$ cat config.mk
export PLATFORM = sky130hd
export DESIGN_NAME = grf_wport_arbiter
export DESIGN_NICKNAME = d
export VERILOG_FILES = /design/src/rtl/grf_wport_arbiter.sv
export SDC_FILE = /design/constraint.sdc
export NUM_CORES = 1
export LEC_CHECK = 0
export ABC_AREA = 1
export CAP_MARGIN = 20
export CORE_AREA = 2 2 122 124
export CTS_CLUSTER_SIZE = 40
export DETAILED_ROUTE_END_ITERATION = 10
export DIE_AREA = 0 0 124 126
export PLACE_DENSITY_LB_ADDON = 0.3
export SYNTH_ARGS = -nofsm -noshare
export SYNTH_HDL_FRONTEND = slang
export SYNTH_SLANG_ARGS = --single-unit
export TNS_END_PERCENT = 100
$ cat constraint.sdc
create_clock -name clk -period 8.6 [get_ports clk]
set_clock_uncertainty 0.2 [all_clocks]
set_input_delay 2.58 -clock clk [delete_from_list [all_inputs] [get_ports clk]]
set_output_delay 2.58 -clock clk [all_outputs]
set_load 0.05 [all_outputs]
$ cat src/rtl/grf_wport_arbiter.sv
// Register-file write-port arbiter: pipeline writeback (P) vs two long-latency writers (S0, S1).
// Define GRF_ARB_TRACE_EN to print every accepted request in simulation.
module grf_wport_arbiter #(
    parameter int STARVE_LIMIT = 4,
    parameter int CNT_W        = 4
) (
    input  logic        clk,
    input  logic        reset,
    input  logic        p_valid,
    input  logic [4:0]  p_a3,
    input  logic [31:0] p_wd,
    input  logic [31:0] p_pc,
    output logic        stall,
    input  logic        s0_valid,
    output logic        s0_ready,
    input  logic [4:0]  s0_a3,
    input  logic [31:0] s0_wd,
    input  logic [31:0] s0_pc,
    input  logic        s1_valid,
    output logic        s1_ready,
    input  logic [4:0]  s1_a3,
    input  logic [31:0] s1_wd,
    input  logic [31:0] s1_pc,
    output logic        grf_we,
    output logic [4:0]  grf_a3,
    output logic [31:0] grf_wd,
    output logic [31:0] grf_pc,
    output logic [31:0] pend_mask
);

    typedef enum logic [1:0] {GNT_NONE, GNT_P, GNT_S0, GNT_S1} gnt_e;

    localparam logic [CNT_W-1:0] LIMIT = CNT_W'(STARVE_LIMIT);

    gnt_e             gnt;
    logic             rr;
    logic [CNT_W-1:0] cnt0, cnt1;
    logic             p_real, s0_real, s1_real;
    logic             s0_starve, s1_starve;

    // Writes to $0 never need the port, so only non-zero destinations compete.
    assign p_real    = p_valid  && (p_a3  != 5'd0);
    assign s0_real   = s0_valid && (s0_a3 != 5'd0);
    assign s1_real   = s1_valid && (s1_a3 != 5'd0);
    assign s0_starve = s0_real && (cnt0 == LIMIT);
    assign s1_starve = s1_real && (cnt1 == LIMIT);

    always_comb begin
        // NOTE: every always_comb output gets a default first so no path can infer a latch.
        gnt = GNT_NONE;
        if (!reset)
            gnt = GNT_NONE;
        else if (s0_starve && s1_starve)
            gnt = rr ? GNT_S1 : GNT_S0;
        else if (s0_starve)
            gnt = GNT_S0;
        else if (s1_starve)
            gnt = GNT_S1;
        else if (p_real)
            gnt = GNT_P;
        else if (s0_real && s1_real)
            gnt = rr ? GNT_S1 : GNT_S0;
        else if (s0_real)
            gnt = GNT_S0;
        else if (s1_real)
            gnt = GNT_S1;
    end

    assign stall    = reset && (s0_starve || s1_starve);
    assign s0_ready = reset && s0_valid && ((s0_a3 == 5'd0) || (gnt == GNT_S0));
    assign s1_ready = reset && s1_valid && ((s1_a3 == 5'd0) || (gnt == GNT_S1));

    always_comb begin
        pend_mask = '0;
        if (s0_valid && gnt != GNT_S0) pend_mask[s0_a3] = 1'b1;
        if (s1_valid && gnt != GNT_S1) pend_mask[s1_a3] = 1'b1;
        if (grf_we)                    pend_mask[grf_a3] = 1'b1;
        pend_mask[0] = 1'b0;
    end

    // NOTE: sequential state uses non-blocking assignments so all registers update from pre-edge values.
    always_ff @(posedge clk or negedge reset) begin
        if (!reset) begin
            grf_we <= 1'b0;
            grf_a3 <= '0;
            grf_wd <= '0;
            grf_pc <= '0;
            rr     <= 1'b0;
            cnt0   <= '0;
            cnt1   <= '0;
        end else begin
            grf_we <= (gnt != GNT_NONE);
            case (gnt)
                GNT_P:  begin grf_a3 <= p_a3;  grf_wd <= p_wd;  grf_pc <= p_pc;  end
                GNT_S0: begin grf_a3 <= s0_a3; grf_wd <= s0_wd; grf_pc <= s0_pc; rr <= 1'b1; end
                GNT_S1: begin grf_a3 <= s1_a3; grf_wd <= s1_wd; grf_pc <= s1_pc; rr <= 1'b0; end
                default: ;
            endcase

            // Wait counters only run while a real request is held off the port.
            if (!s0_real || s0_ready)
                cnt0 <= '0;
            else if (cnt0 != LIMIT)
                cnt0 <= cnt0 + CNT_W'(1);

            if (!s1_real || s1_ready)
                cnt1 <= '0;
            else if (cnt1 != LIMIT)
                cnt1 <= cnt1 + CNT_W'(1);
        end
    end

`ifdef GRF_ARB_TRACE_EN
    always @(posedge clk) begin
        if (reset) begin
            if (p_valid && !stall)
                $display("grf_arb: P  pc=%h a3=%0d wd=%h stall=%b", p_pc, p_a3, p_wd, stall);
            if (s0_ready)
                $display("grf_arb: S0 pc=%h a3=%0d wd=%h stall=%b", s0_pc, s0_a3, s0_wd, stall);
            if (s1_ready)
                $display("grf_arb: S1 pc=%h a3=%0d wd=%h stall=%b", s1_pc, s1_a3, s1_wd, stall);
        end
    end
`endif

endmodule

# Word level (Yosys, flattened, before mapping)
# Cells that the tools add are included.
[word_totals] inputBits=212 regBits=79 output_inout_bits=105
[classes] muxes=26 n_reduce_logical=34 magnitude_cmp=6 n_eq_ne=9 n_addsub=2 bitwise_logic=2
[ops] cell="$pmux 32 s3" n=2
[ops] cell="$mux 32" n=3
[ops] cell="$or 32x32->32" n=2
[ops] cell="$lt 5x6->1 const B" n=3
[ops] cell="$logic_and 1x1->1" n=17
[ops] cell="$mux 2" n=8
[ops] cell="$mux 4" n=4
[ops] cell="$demux 1 s5" n=3
[ops] cell="$ge 5x1->1 const B" n=3
[ops] cell="$pmux 5 s3" n=1
[ops] cell="$reduce_bool 5->1" n=3
[ops] cell="$logic_not 5->1" n=2
[ops] cell="$add 4x1->4 const B" n=2
[ops] cell="$eq 4x3->1 const B" n=2
[ops] cell="$ne 4x3->1 const B" n=2
[ops] cell="$reduce_bool 2->1" n=4
[ops] cell="$logic_or 1x1->1" n=5
[ops] cell="$eq 2x2->1 const B" n=2
[ops] cell="$mux 1" n=4
[ops] cell="$ne 2x2->1 const B" n=2
[ops] cell="$reduce_bool 3->1" n=1
[ops] cell="$eq 2x1->1 const B" n=1
[ops] cell="$logic_not 1->1" n=2
[ops] cell="$pmux 1 s2" n=1

# Depth between registers and ports, before layout
[depth] word_depth=17 depth_mapped=15

# Least setup slack after synthesis
# OpenSTA, ideal clock, no wires.
[synth_timing] path_type="input to output" from="input port s0_a3[0]" to="output port pend_mask[10]" required_ns=5.820 slack_ns=1.722 arrival_time_ns=4.098 cell_stages=11 path_cell_list="nor2_4 > nand3_2 > nand3_2 > nand2_1 > nand2_1 > nand2_1 > buf_4 > nand2_2 > buf_2 > nand4_1 > nand3_1"
[synth_via] elab_chain_len=16
[synth_rtl] element="start, declared" line_no="16" rtl="input logic [4:0] s0_a3,"
[synth_rtl] element="$reduce_bool 5->1" line_no="43" rtl="assign s0_real = s0_valid && (s0_a3 != 5'd0);"
[synth_rtl] element="$logic_and 1x1->1" line_no="43"
[synth_rtl] element="$mux 2 / $logic_and 1x1->1 (equally long branches)" line_no="63, 61"
[synth_rtl] element="$mux 2" line_no="61" rtl="else if (s0_real && s1_real)"
[synth_rtl] element="$mux 2" line_no="59" rtl="else if (p_real)"
[synth_rtl] element="$mux 2" line_no="57" rtl="else if (s1_starve)"
[synth_rtl] element="$mux 2" line_no="55" rtl="else if (s0_starve)"
[synth_rtl] element="$mux 2" line_no="53" rtl="else if (s0_starve && s1_starve)"
[synth_rtl] element="$mux 2" line_no="51" rtl="if (!reset)"
[synth_rtl] element="$ne 2x2->1" line_no="75" rtl="if (s0_valid && gnt != GNT_S0) pend_mask[s0_a3] = 1'b1;"
[synth_rtl] element="$logic_and 1x1->1" line_no="75"
[synth_rtl] element="$mux 32" line_no="75"
[synth_rtl] element="$or 32x32->32 (no line)"
[synth_rtl] element="$mux 32 *" line_no="76" rtl="if (s1_valid && gnt != GNT_S1) pend_mask[s1_a3] = 1'b1;"
[synth_rtl] element="$or 32x32->32 (no line)"
[synth_rtl] element="$mux 32 *" line_no="77" rtl="if (grf_we) pend_mask[grf_a3] = 1'b1;"
[synth_rtl] element="end, declared" line_no="28" rtl="output logic [31:0] pend_mask"
# Mark *: on every way between the ends. The rest lies on a longest branch, timed or not.

# Final worst setup path
[layout_timing] from="input port s0_a3[0]" to="output port pend_mask[11]"
# Same word-level chain as after synthesis.

==> reports/results.tsv <==
stage	metric	value	unit
synthesis	netlist_area	6140	um^2
outcome	run_status	completed	
worst_setup_path	worstPathRequired	5820	ps
layout	fin_nets	1455	
cts	cts-root-buf	clkbuf_16	
worst_setup_path	cp-startpoint	s0_a3[0]	
global_route	grt_max_degree	89	
route	wire_per_inst	16.6	um
worst_setup_path	crit_arrival	5130	ps
floorplanning	ioPinCount	317	
worst_hold_path	min-delay-path-class	register to register	
placement	dp_hpwl	17.4	mm
sta	maxSlewHeadroom	34.7	%
cts	clock_latency	340	ps
sta	setup_viol	0	
worst_setup_path	crit_path_end_kind	output pin	
global_route	antenna_found_initial	0	
synthesis	synth_cells	961	
sta	setup_slack	690	ps
worst_setup_path	rrSetupSlack	4550	ps
synthesis	ys_seq_area_share	32.2	%
worst_setup_path	path_class	input pin to output pin	
route	via_per_inst	5.16	
route	routed.top_layer	met4	
floorplanning	rows	44	
sta	tightest_slew	979	ps
floorplanning	die_w	124	um
floorplanning	die_h	126	um
synthesis	yosys.area.top_type	dfrtp_1	
cts	cts_resized	0	
route	finalWirelength	23.7	mm
power_and_ir_drop	cellLeakagePower	4.87	nW
layout	drive_above_1_share	7.23	%
cts	cts_hold_buf	0	
cts	tritoncts	built	
layout	syn_to_final_growth	61.7	%
synthesis	ys_types	28	
route	wl_met2	11.4	mm
route	ant_nets	0	
power_and_ir_drop	ir_worst_vdd	0.000130	V
synthesis	synth_edf_count	0	
synthesis	synthFlopType	dfrtp_1	
sta	tns	0	ps
global_route	grt_pass1_vias	6813	
power_and_ir_drop	p_per_area	208	nW/um^2
sta	rsz0062_at_grt	false	
synthesis	ys_top_cells_by_area	dfrtp_1 (32%), nand2_1 (16%), nand3_1 (14%), inv_1 (10%), nand4_1 (6.5%)	
worst_setup_path	start_kind	input pin	
route	route.met3.wl	2.41	mm
synthesis	yosysTopAreaCellShare	32.2	%
synthesis	synth_commonest_cells	nand2_1 (265), inv_1 (169), nand3_1 (167)	
route	vias	7369	
route	drcViolationCount	0	
synthesis	synth_fp_nets	1177	
placement	port_buffers	315	
cts	cts_buffer_depth	2	
worst_setup_path	ff2ff_path_depth	15	
sta	slew_viol_final	0	
global_route	track_usage	30.2	%
synthesis	yosysWarnings	0	
sta	finalCriticalPeriod	7910	ps
placement	place_ws	732	ps
worst_setup_path	endpoint	pend_mask[11]	
worst_setup_path	r2r-end	grf_wd[19]$_DFFE_PN0P_	
synthesis	synth-seq-cells	79	
job	maxCapViolations	0	
sta	finalHoldViolations	0	
route	m1WireLength	9.04	mm
route	drt_pass1_iterations	8	
floorplanning	core-area	14300	um^2
placement	place.gp.congestion	0.973	
power_and_ir_drop	finalPower	2.07	mW
global_route	grt_pass1_wl	36.5	mm
cts	post-cts-setup-buffers	0	
cts	cts.sinks	79	
global_route	overflow	0	
route	dr.first_iter.drc_count	840	
layout	antenna_cells	0	
cts	path_clk_slew	60	ps
worst_setup_path	regToRegStartpoint	cnt1[0]$_DFFE_PN0P_	
synthesis	synth_most_common_cell	nand2_1	
floorplanning	die_area	15600	um^2
floorplanning	start_util	42.9	%
cts	h-tree-depth	3	
synthesis	ys_async_sr_fraction	100	%
cts	cts_inserted_buffers	9	
synthesis	avgSynthCellArea	6.39	um^2
sta	min_period_over_period	92.0	%
worst_setup_path	crit_fanout	33	
sta	timing.fmax	0.126	GHz
critical path, cell delays in order:
cell and delay [ps]:
clkdlybuf4s50_1 530, nor2_4 280, nand3_2 150, nand3_2 140
nand2_1 70, nand2_1 110, nand2_4 210, nand2_2 530
nand4_1 160, nand3_1 200, buf_12 160
sequential cells by signal, summed over array words and instances, names as in the netlist:
signal	cells
cnt0	4
cnt1	4
grf_a3	5
grf_pc	32
grf_wd	32
grf_we	1
rr	1
routing by layer:
layer  track usage, %  vias to the layer above
met5                0                        -
met4             11.2                        0
met3             10.2                       57
met2             48.9                      376
met1             37.2                     3294
li1                 -                     3642
report_power, final:
| group | total (mW) | switching (mW) | internal (mW) |
|---|---|---|---|
| Sequential | 0.535 | 0.0652 | 0.470 |
| Combinational | 1.13 | 0.736 | 0.396 |
| Clock | 0.399 | 0.150 | 0.249 |
| Total | 2.07 | 0.951 | 1.11 |
metrics by stage:
step	std cells	util [%]	hold WS, ps	area, um^2
2_1_floorplan	961	-	330	6140
3_3_place_gp	1411	67.2	328	9620
3_5_place_dp	1411	67.2	328	9620
4_1_cts	1427	69.4	346	9930
5_1_grt	1428	69.4	361	9940
6_report	1428	69.4	344	9940
layout make-up:
class	instances	area, um^2
fillers	1246	4380
repair buffers	325	3540
multi-input cells	650	3220
flip-flops and latches	79	1980
inverters	174	653
clock buffers	14	274
well taps	184	230
clock inverters	2	37.5
kinds of logic (layout without fill, tap and decap cells):
family                   count (synthesis)  after routing  synth area share, %
other                                    1              1               0.0610
AND/OR/NAND/NOR                        570            570                 44.3
XOR/XNOR                                 4              4                0.570
adder cells (fa/ha/maj)                  4              4                0.815
AO/OA/AOI/OAI                           71             71                 6.56
buffers and inverters                  232            515                 15.5
flip-flops                              79             79                 32.2
cells in the final DEF (no fill, tap or decap), drive strengths merged:
cell type,Yosys,final
o21ai,51,51
clkbuf,23,15
ha,4,4
buf,35,43
nand2,270,270
clkinvlp,0,1
nand3b,1,1
nor3b,1,1
xor2,4,4
clkdlybuf4s50,0,281
o21bai,19,19
nand4,64,64
nand3,182,182
a21oi,1,1
conb,1,1
dfrtp,79,79
bufinv,0,1
nor3,27,27
inv,174,174
nor2,25,25
how the worst min path moves through the flow:
stage / slack (ps) / depth (start not counted) / end / from
after detailed placement: 330 / 4 / grf_pc[8]$_DFFE_PN0P_ / grf_pc[8]$_DFFE_PN0P_
after global routing: 360 / 4 / grf_wd[30]$_DFFE_PN0P_ / grf_wd[30]$_DFFE_PN0P_
after global placement: 330 / 4 / grf_pc[13]$_DFFE_PN0P_ / grf_pc[13]$_DFFE_PN0P_
final: 340 / 4 / grf_pc[8]$_DFFE_PN0P_ / grf_pc[8]$_DFFE_PN0P_
after CTS: 350 / 4 / grf_pc[8]$_DFFE_PN0P_ / grf_pc[8]$_DFFE_PN0P_
after floorplan: 330 / 2 / rr$_DFFE_PN0N_ / rr$_DFFE_PN0N_
Note: power is estimated with default switching activity, not from simulation.
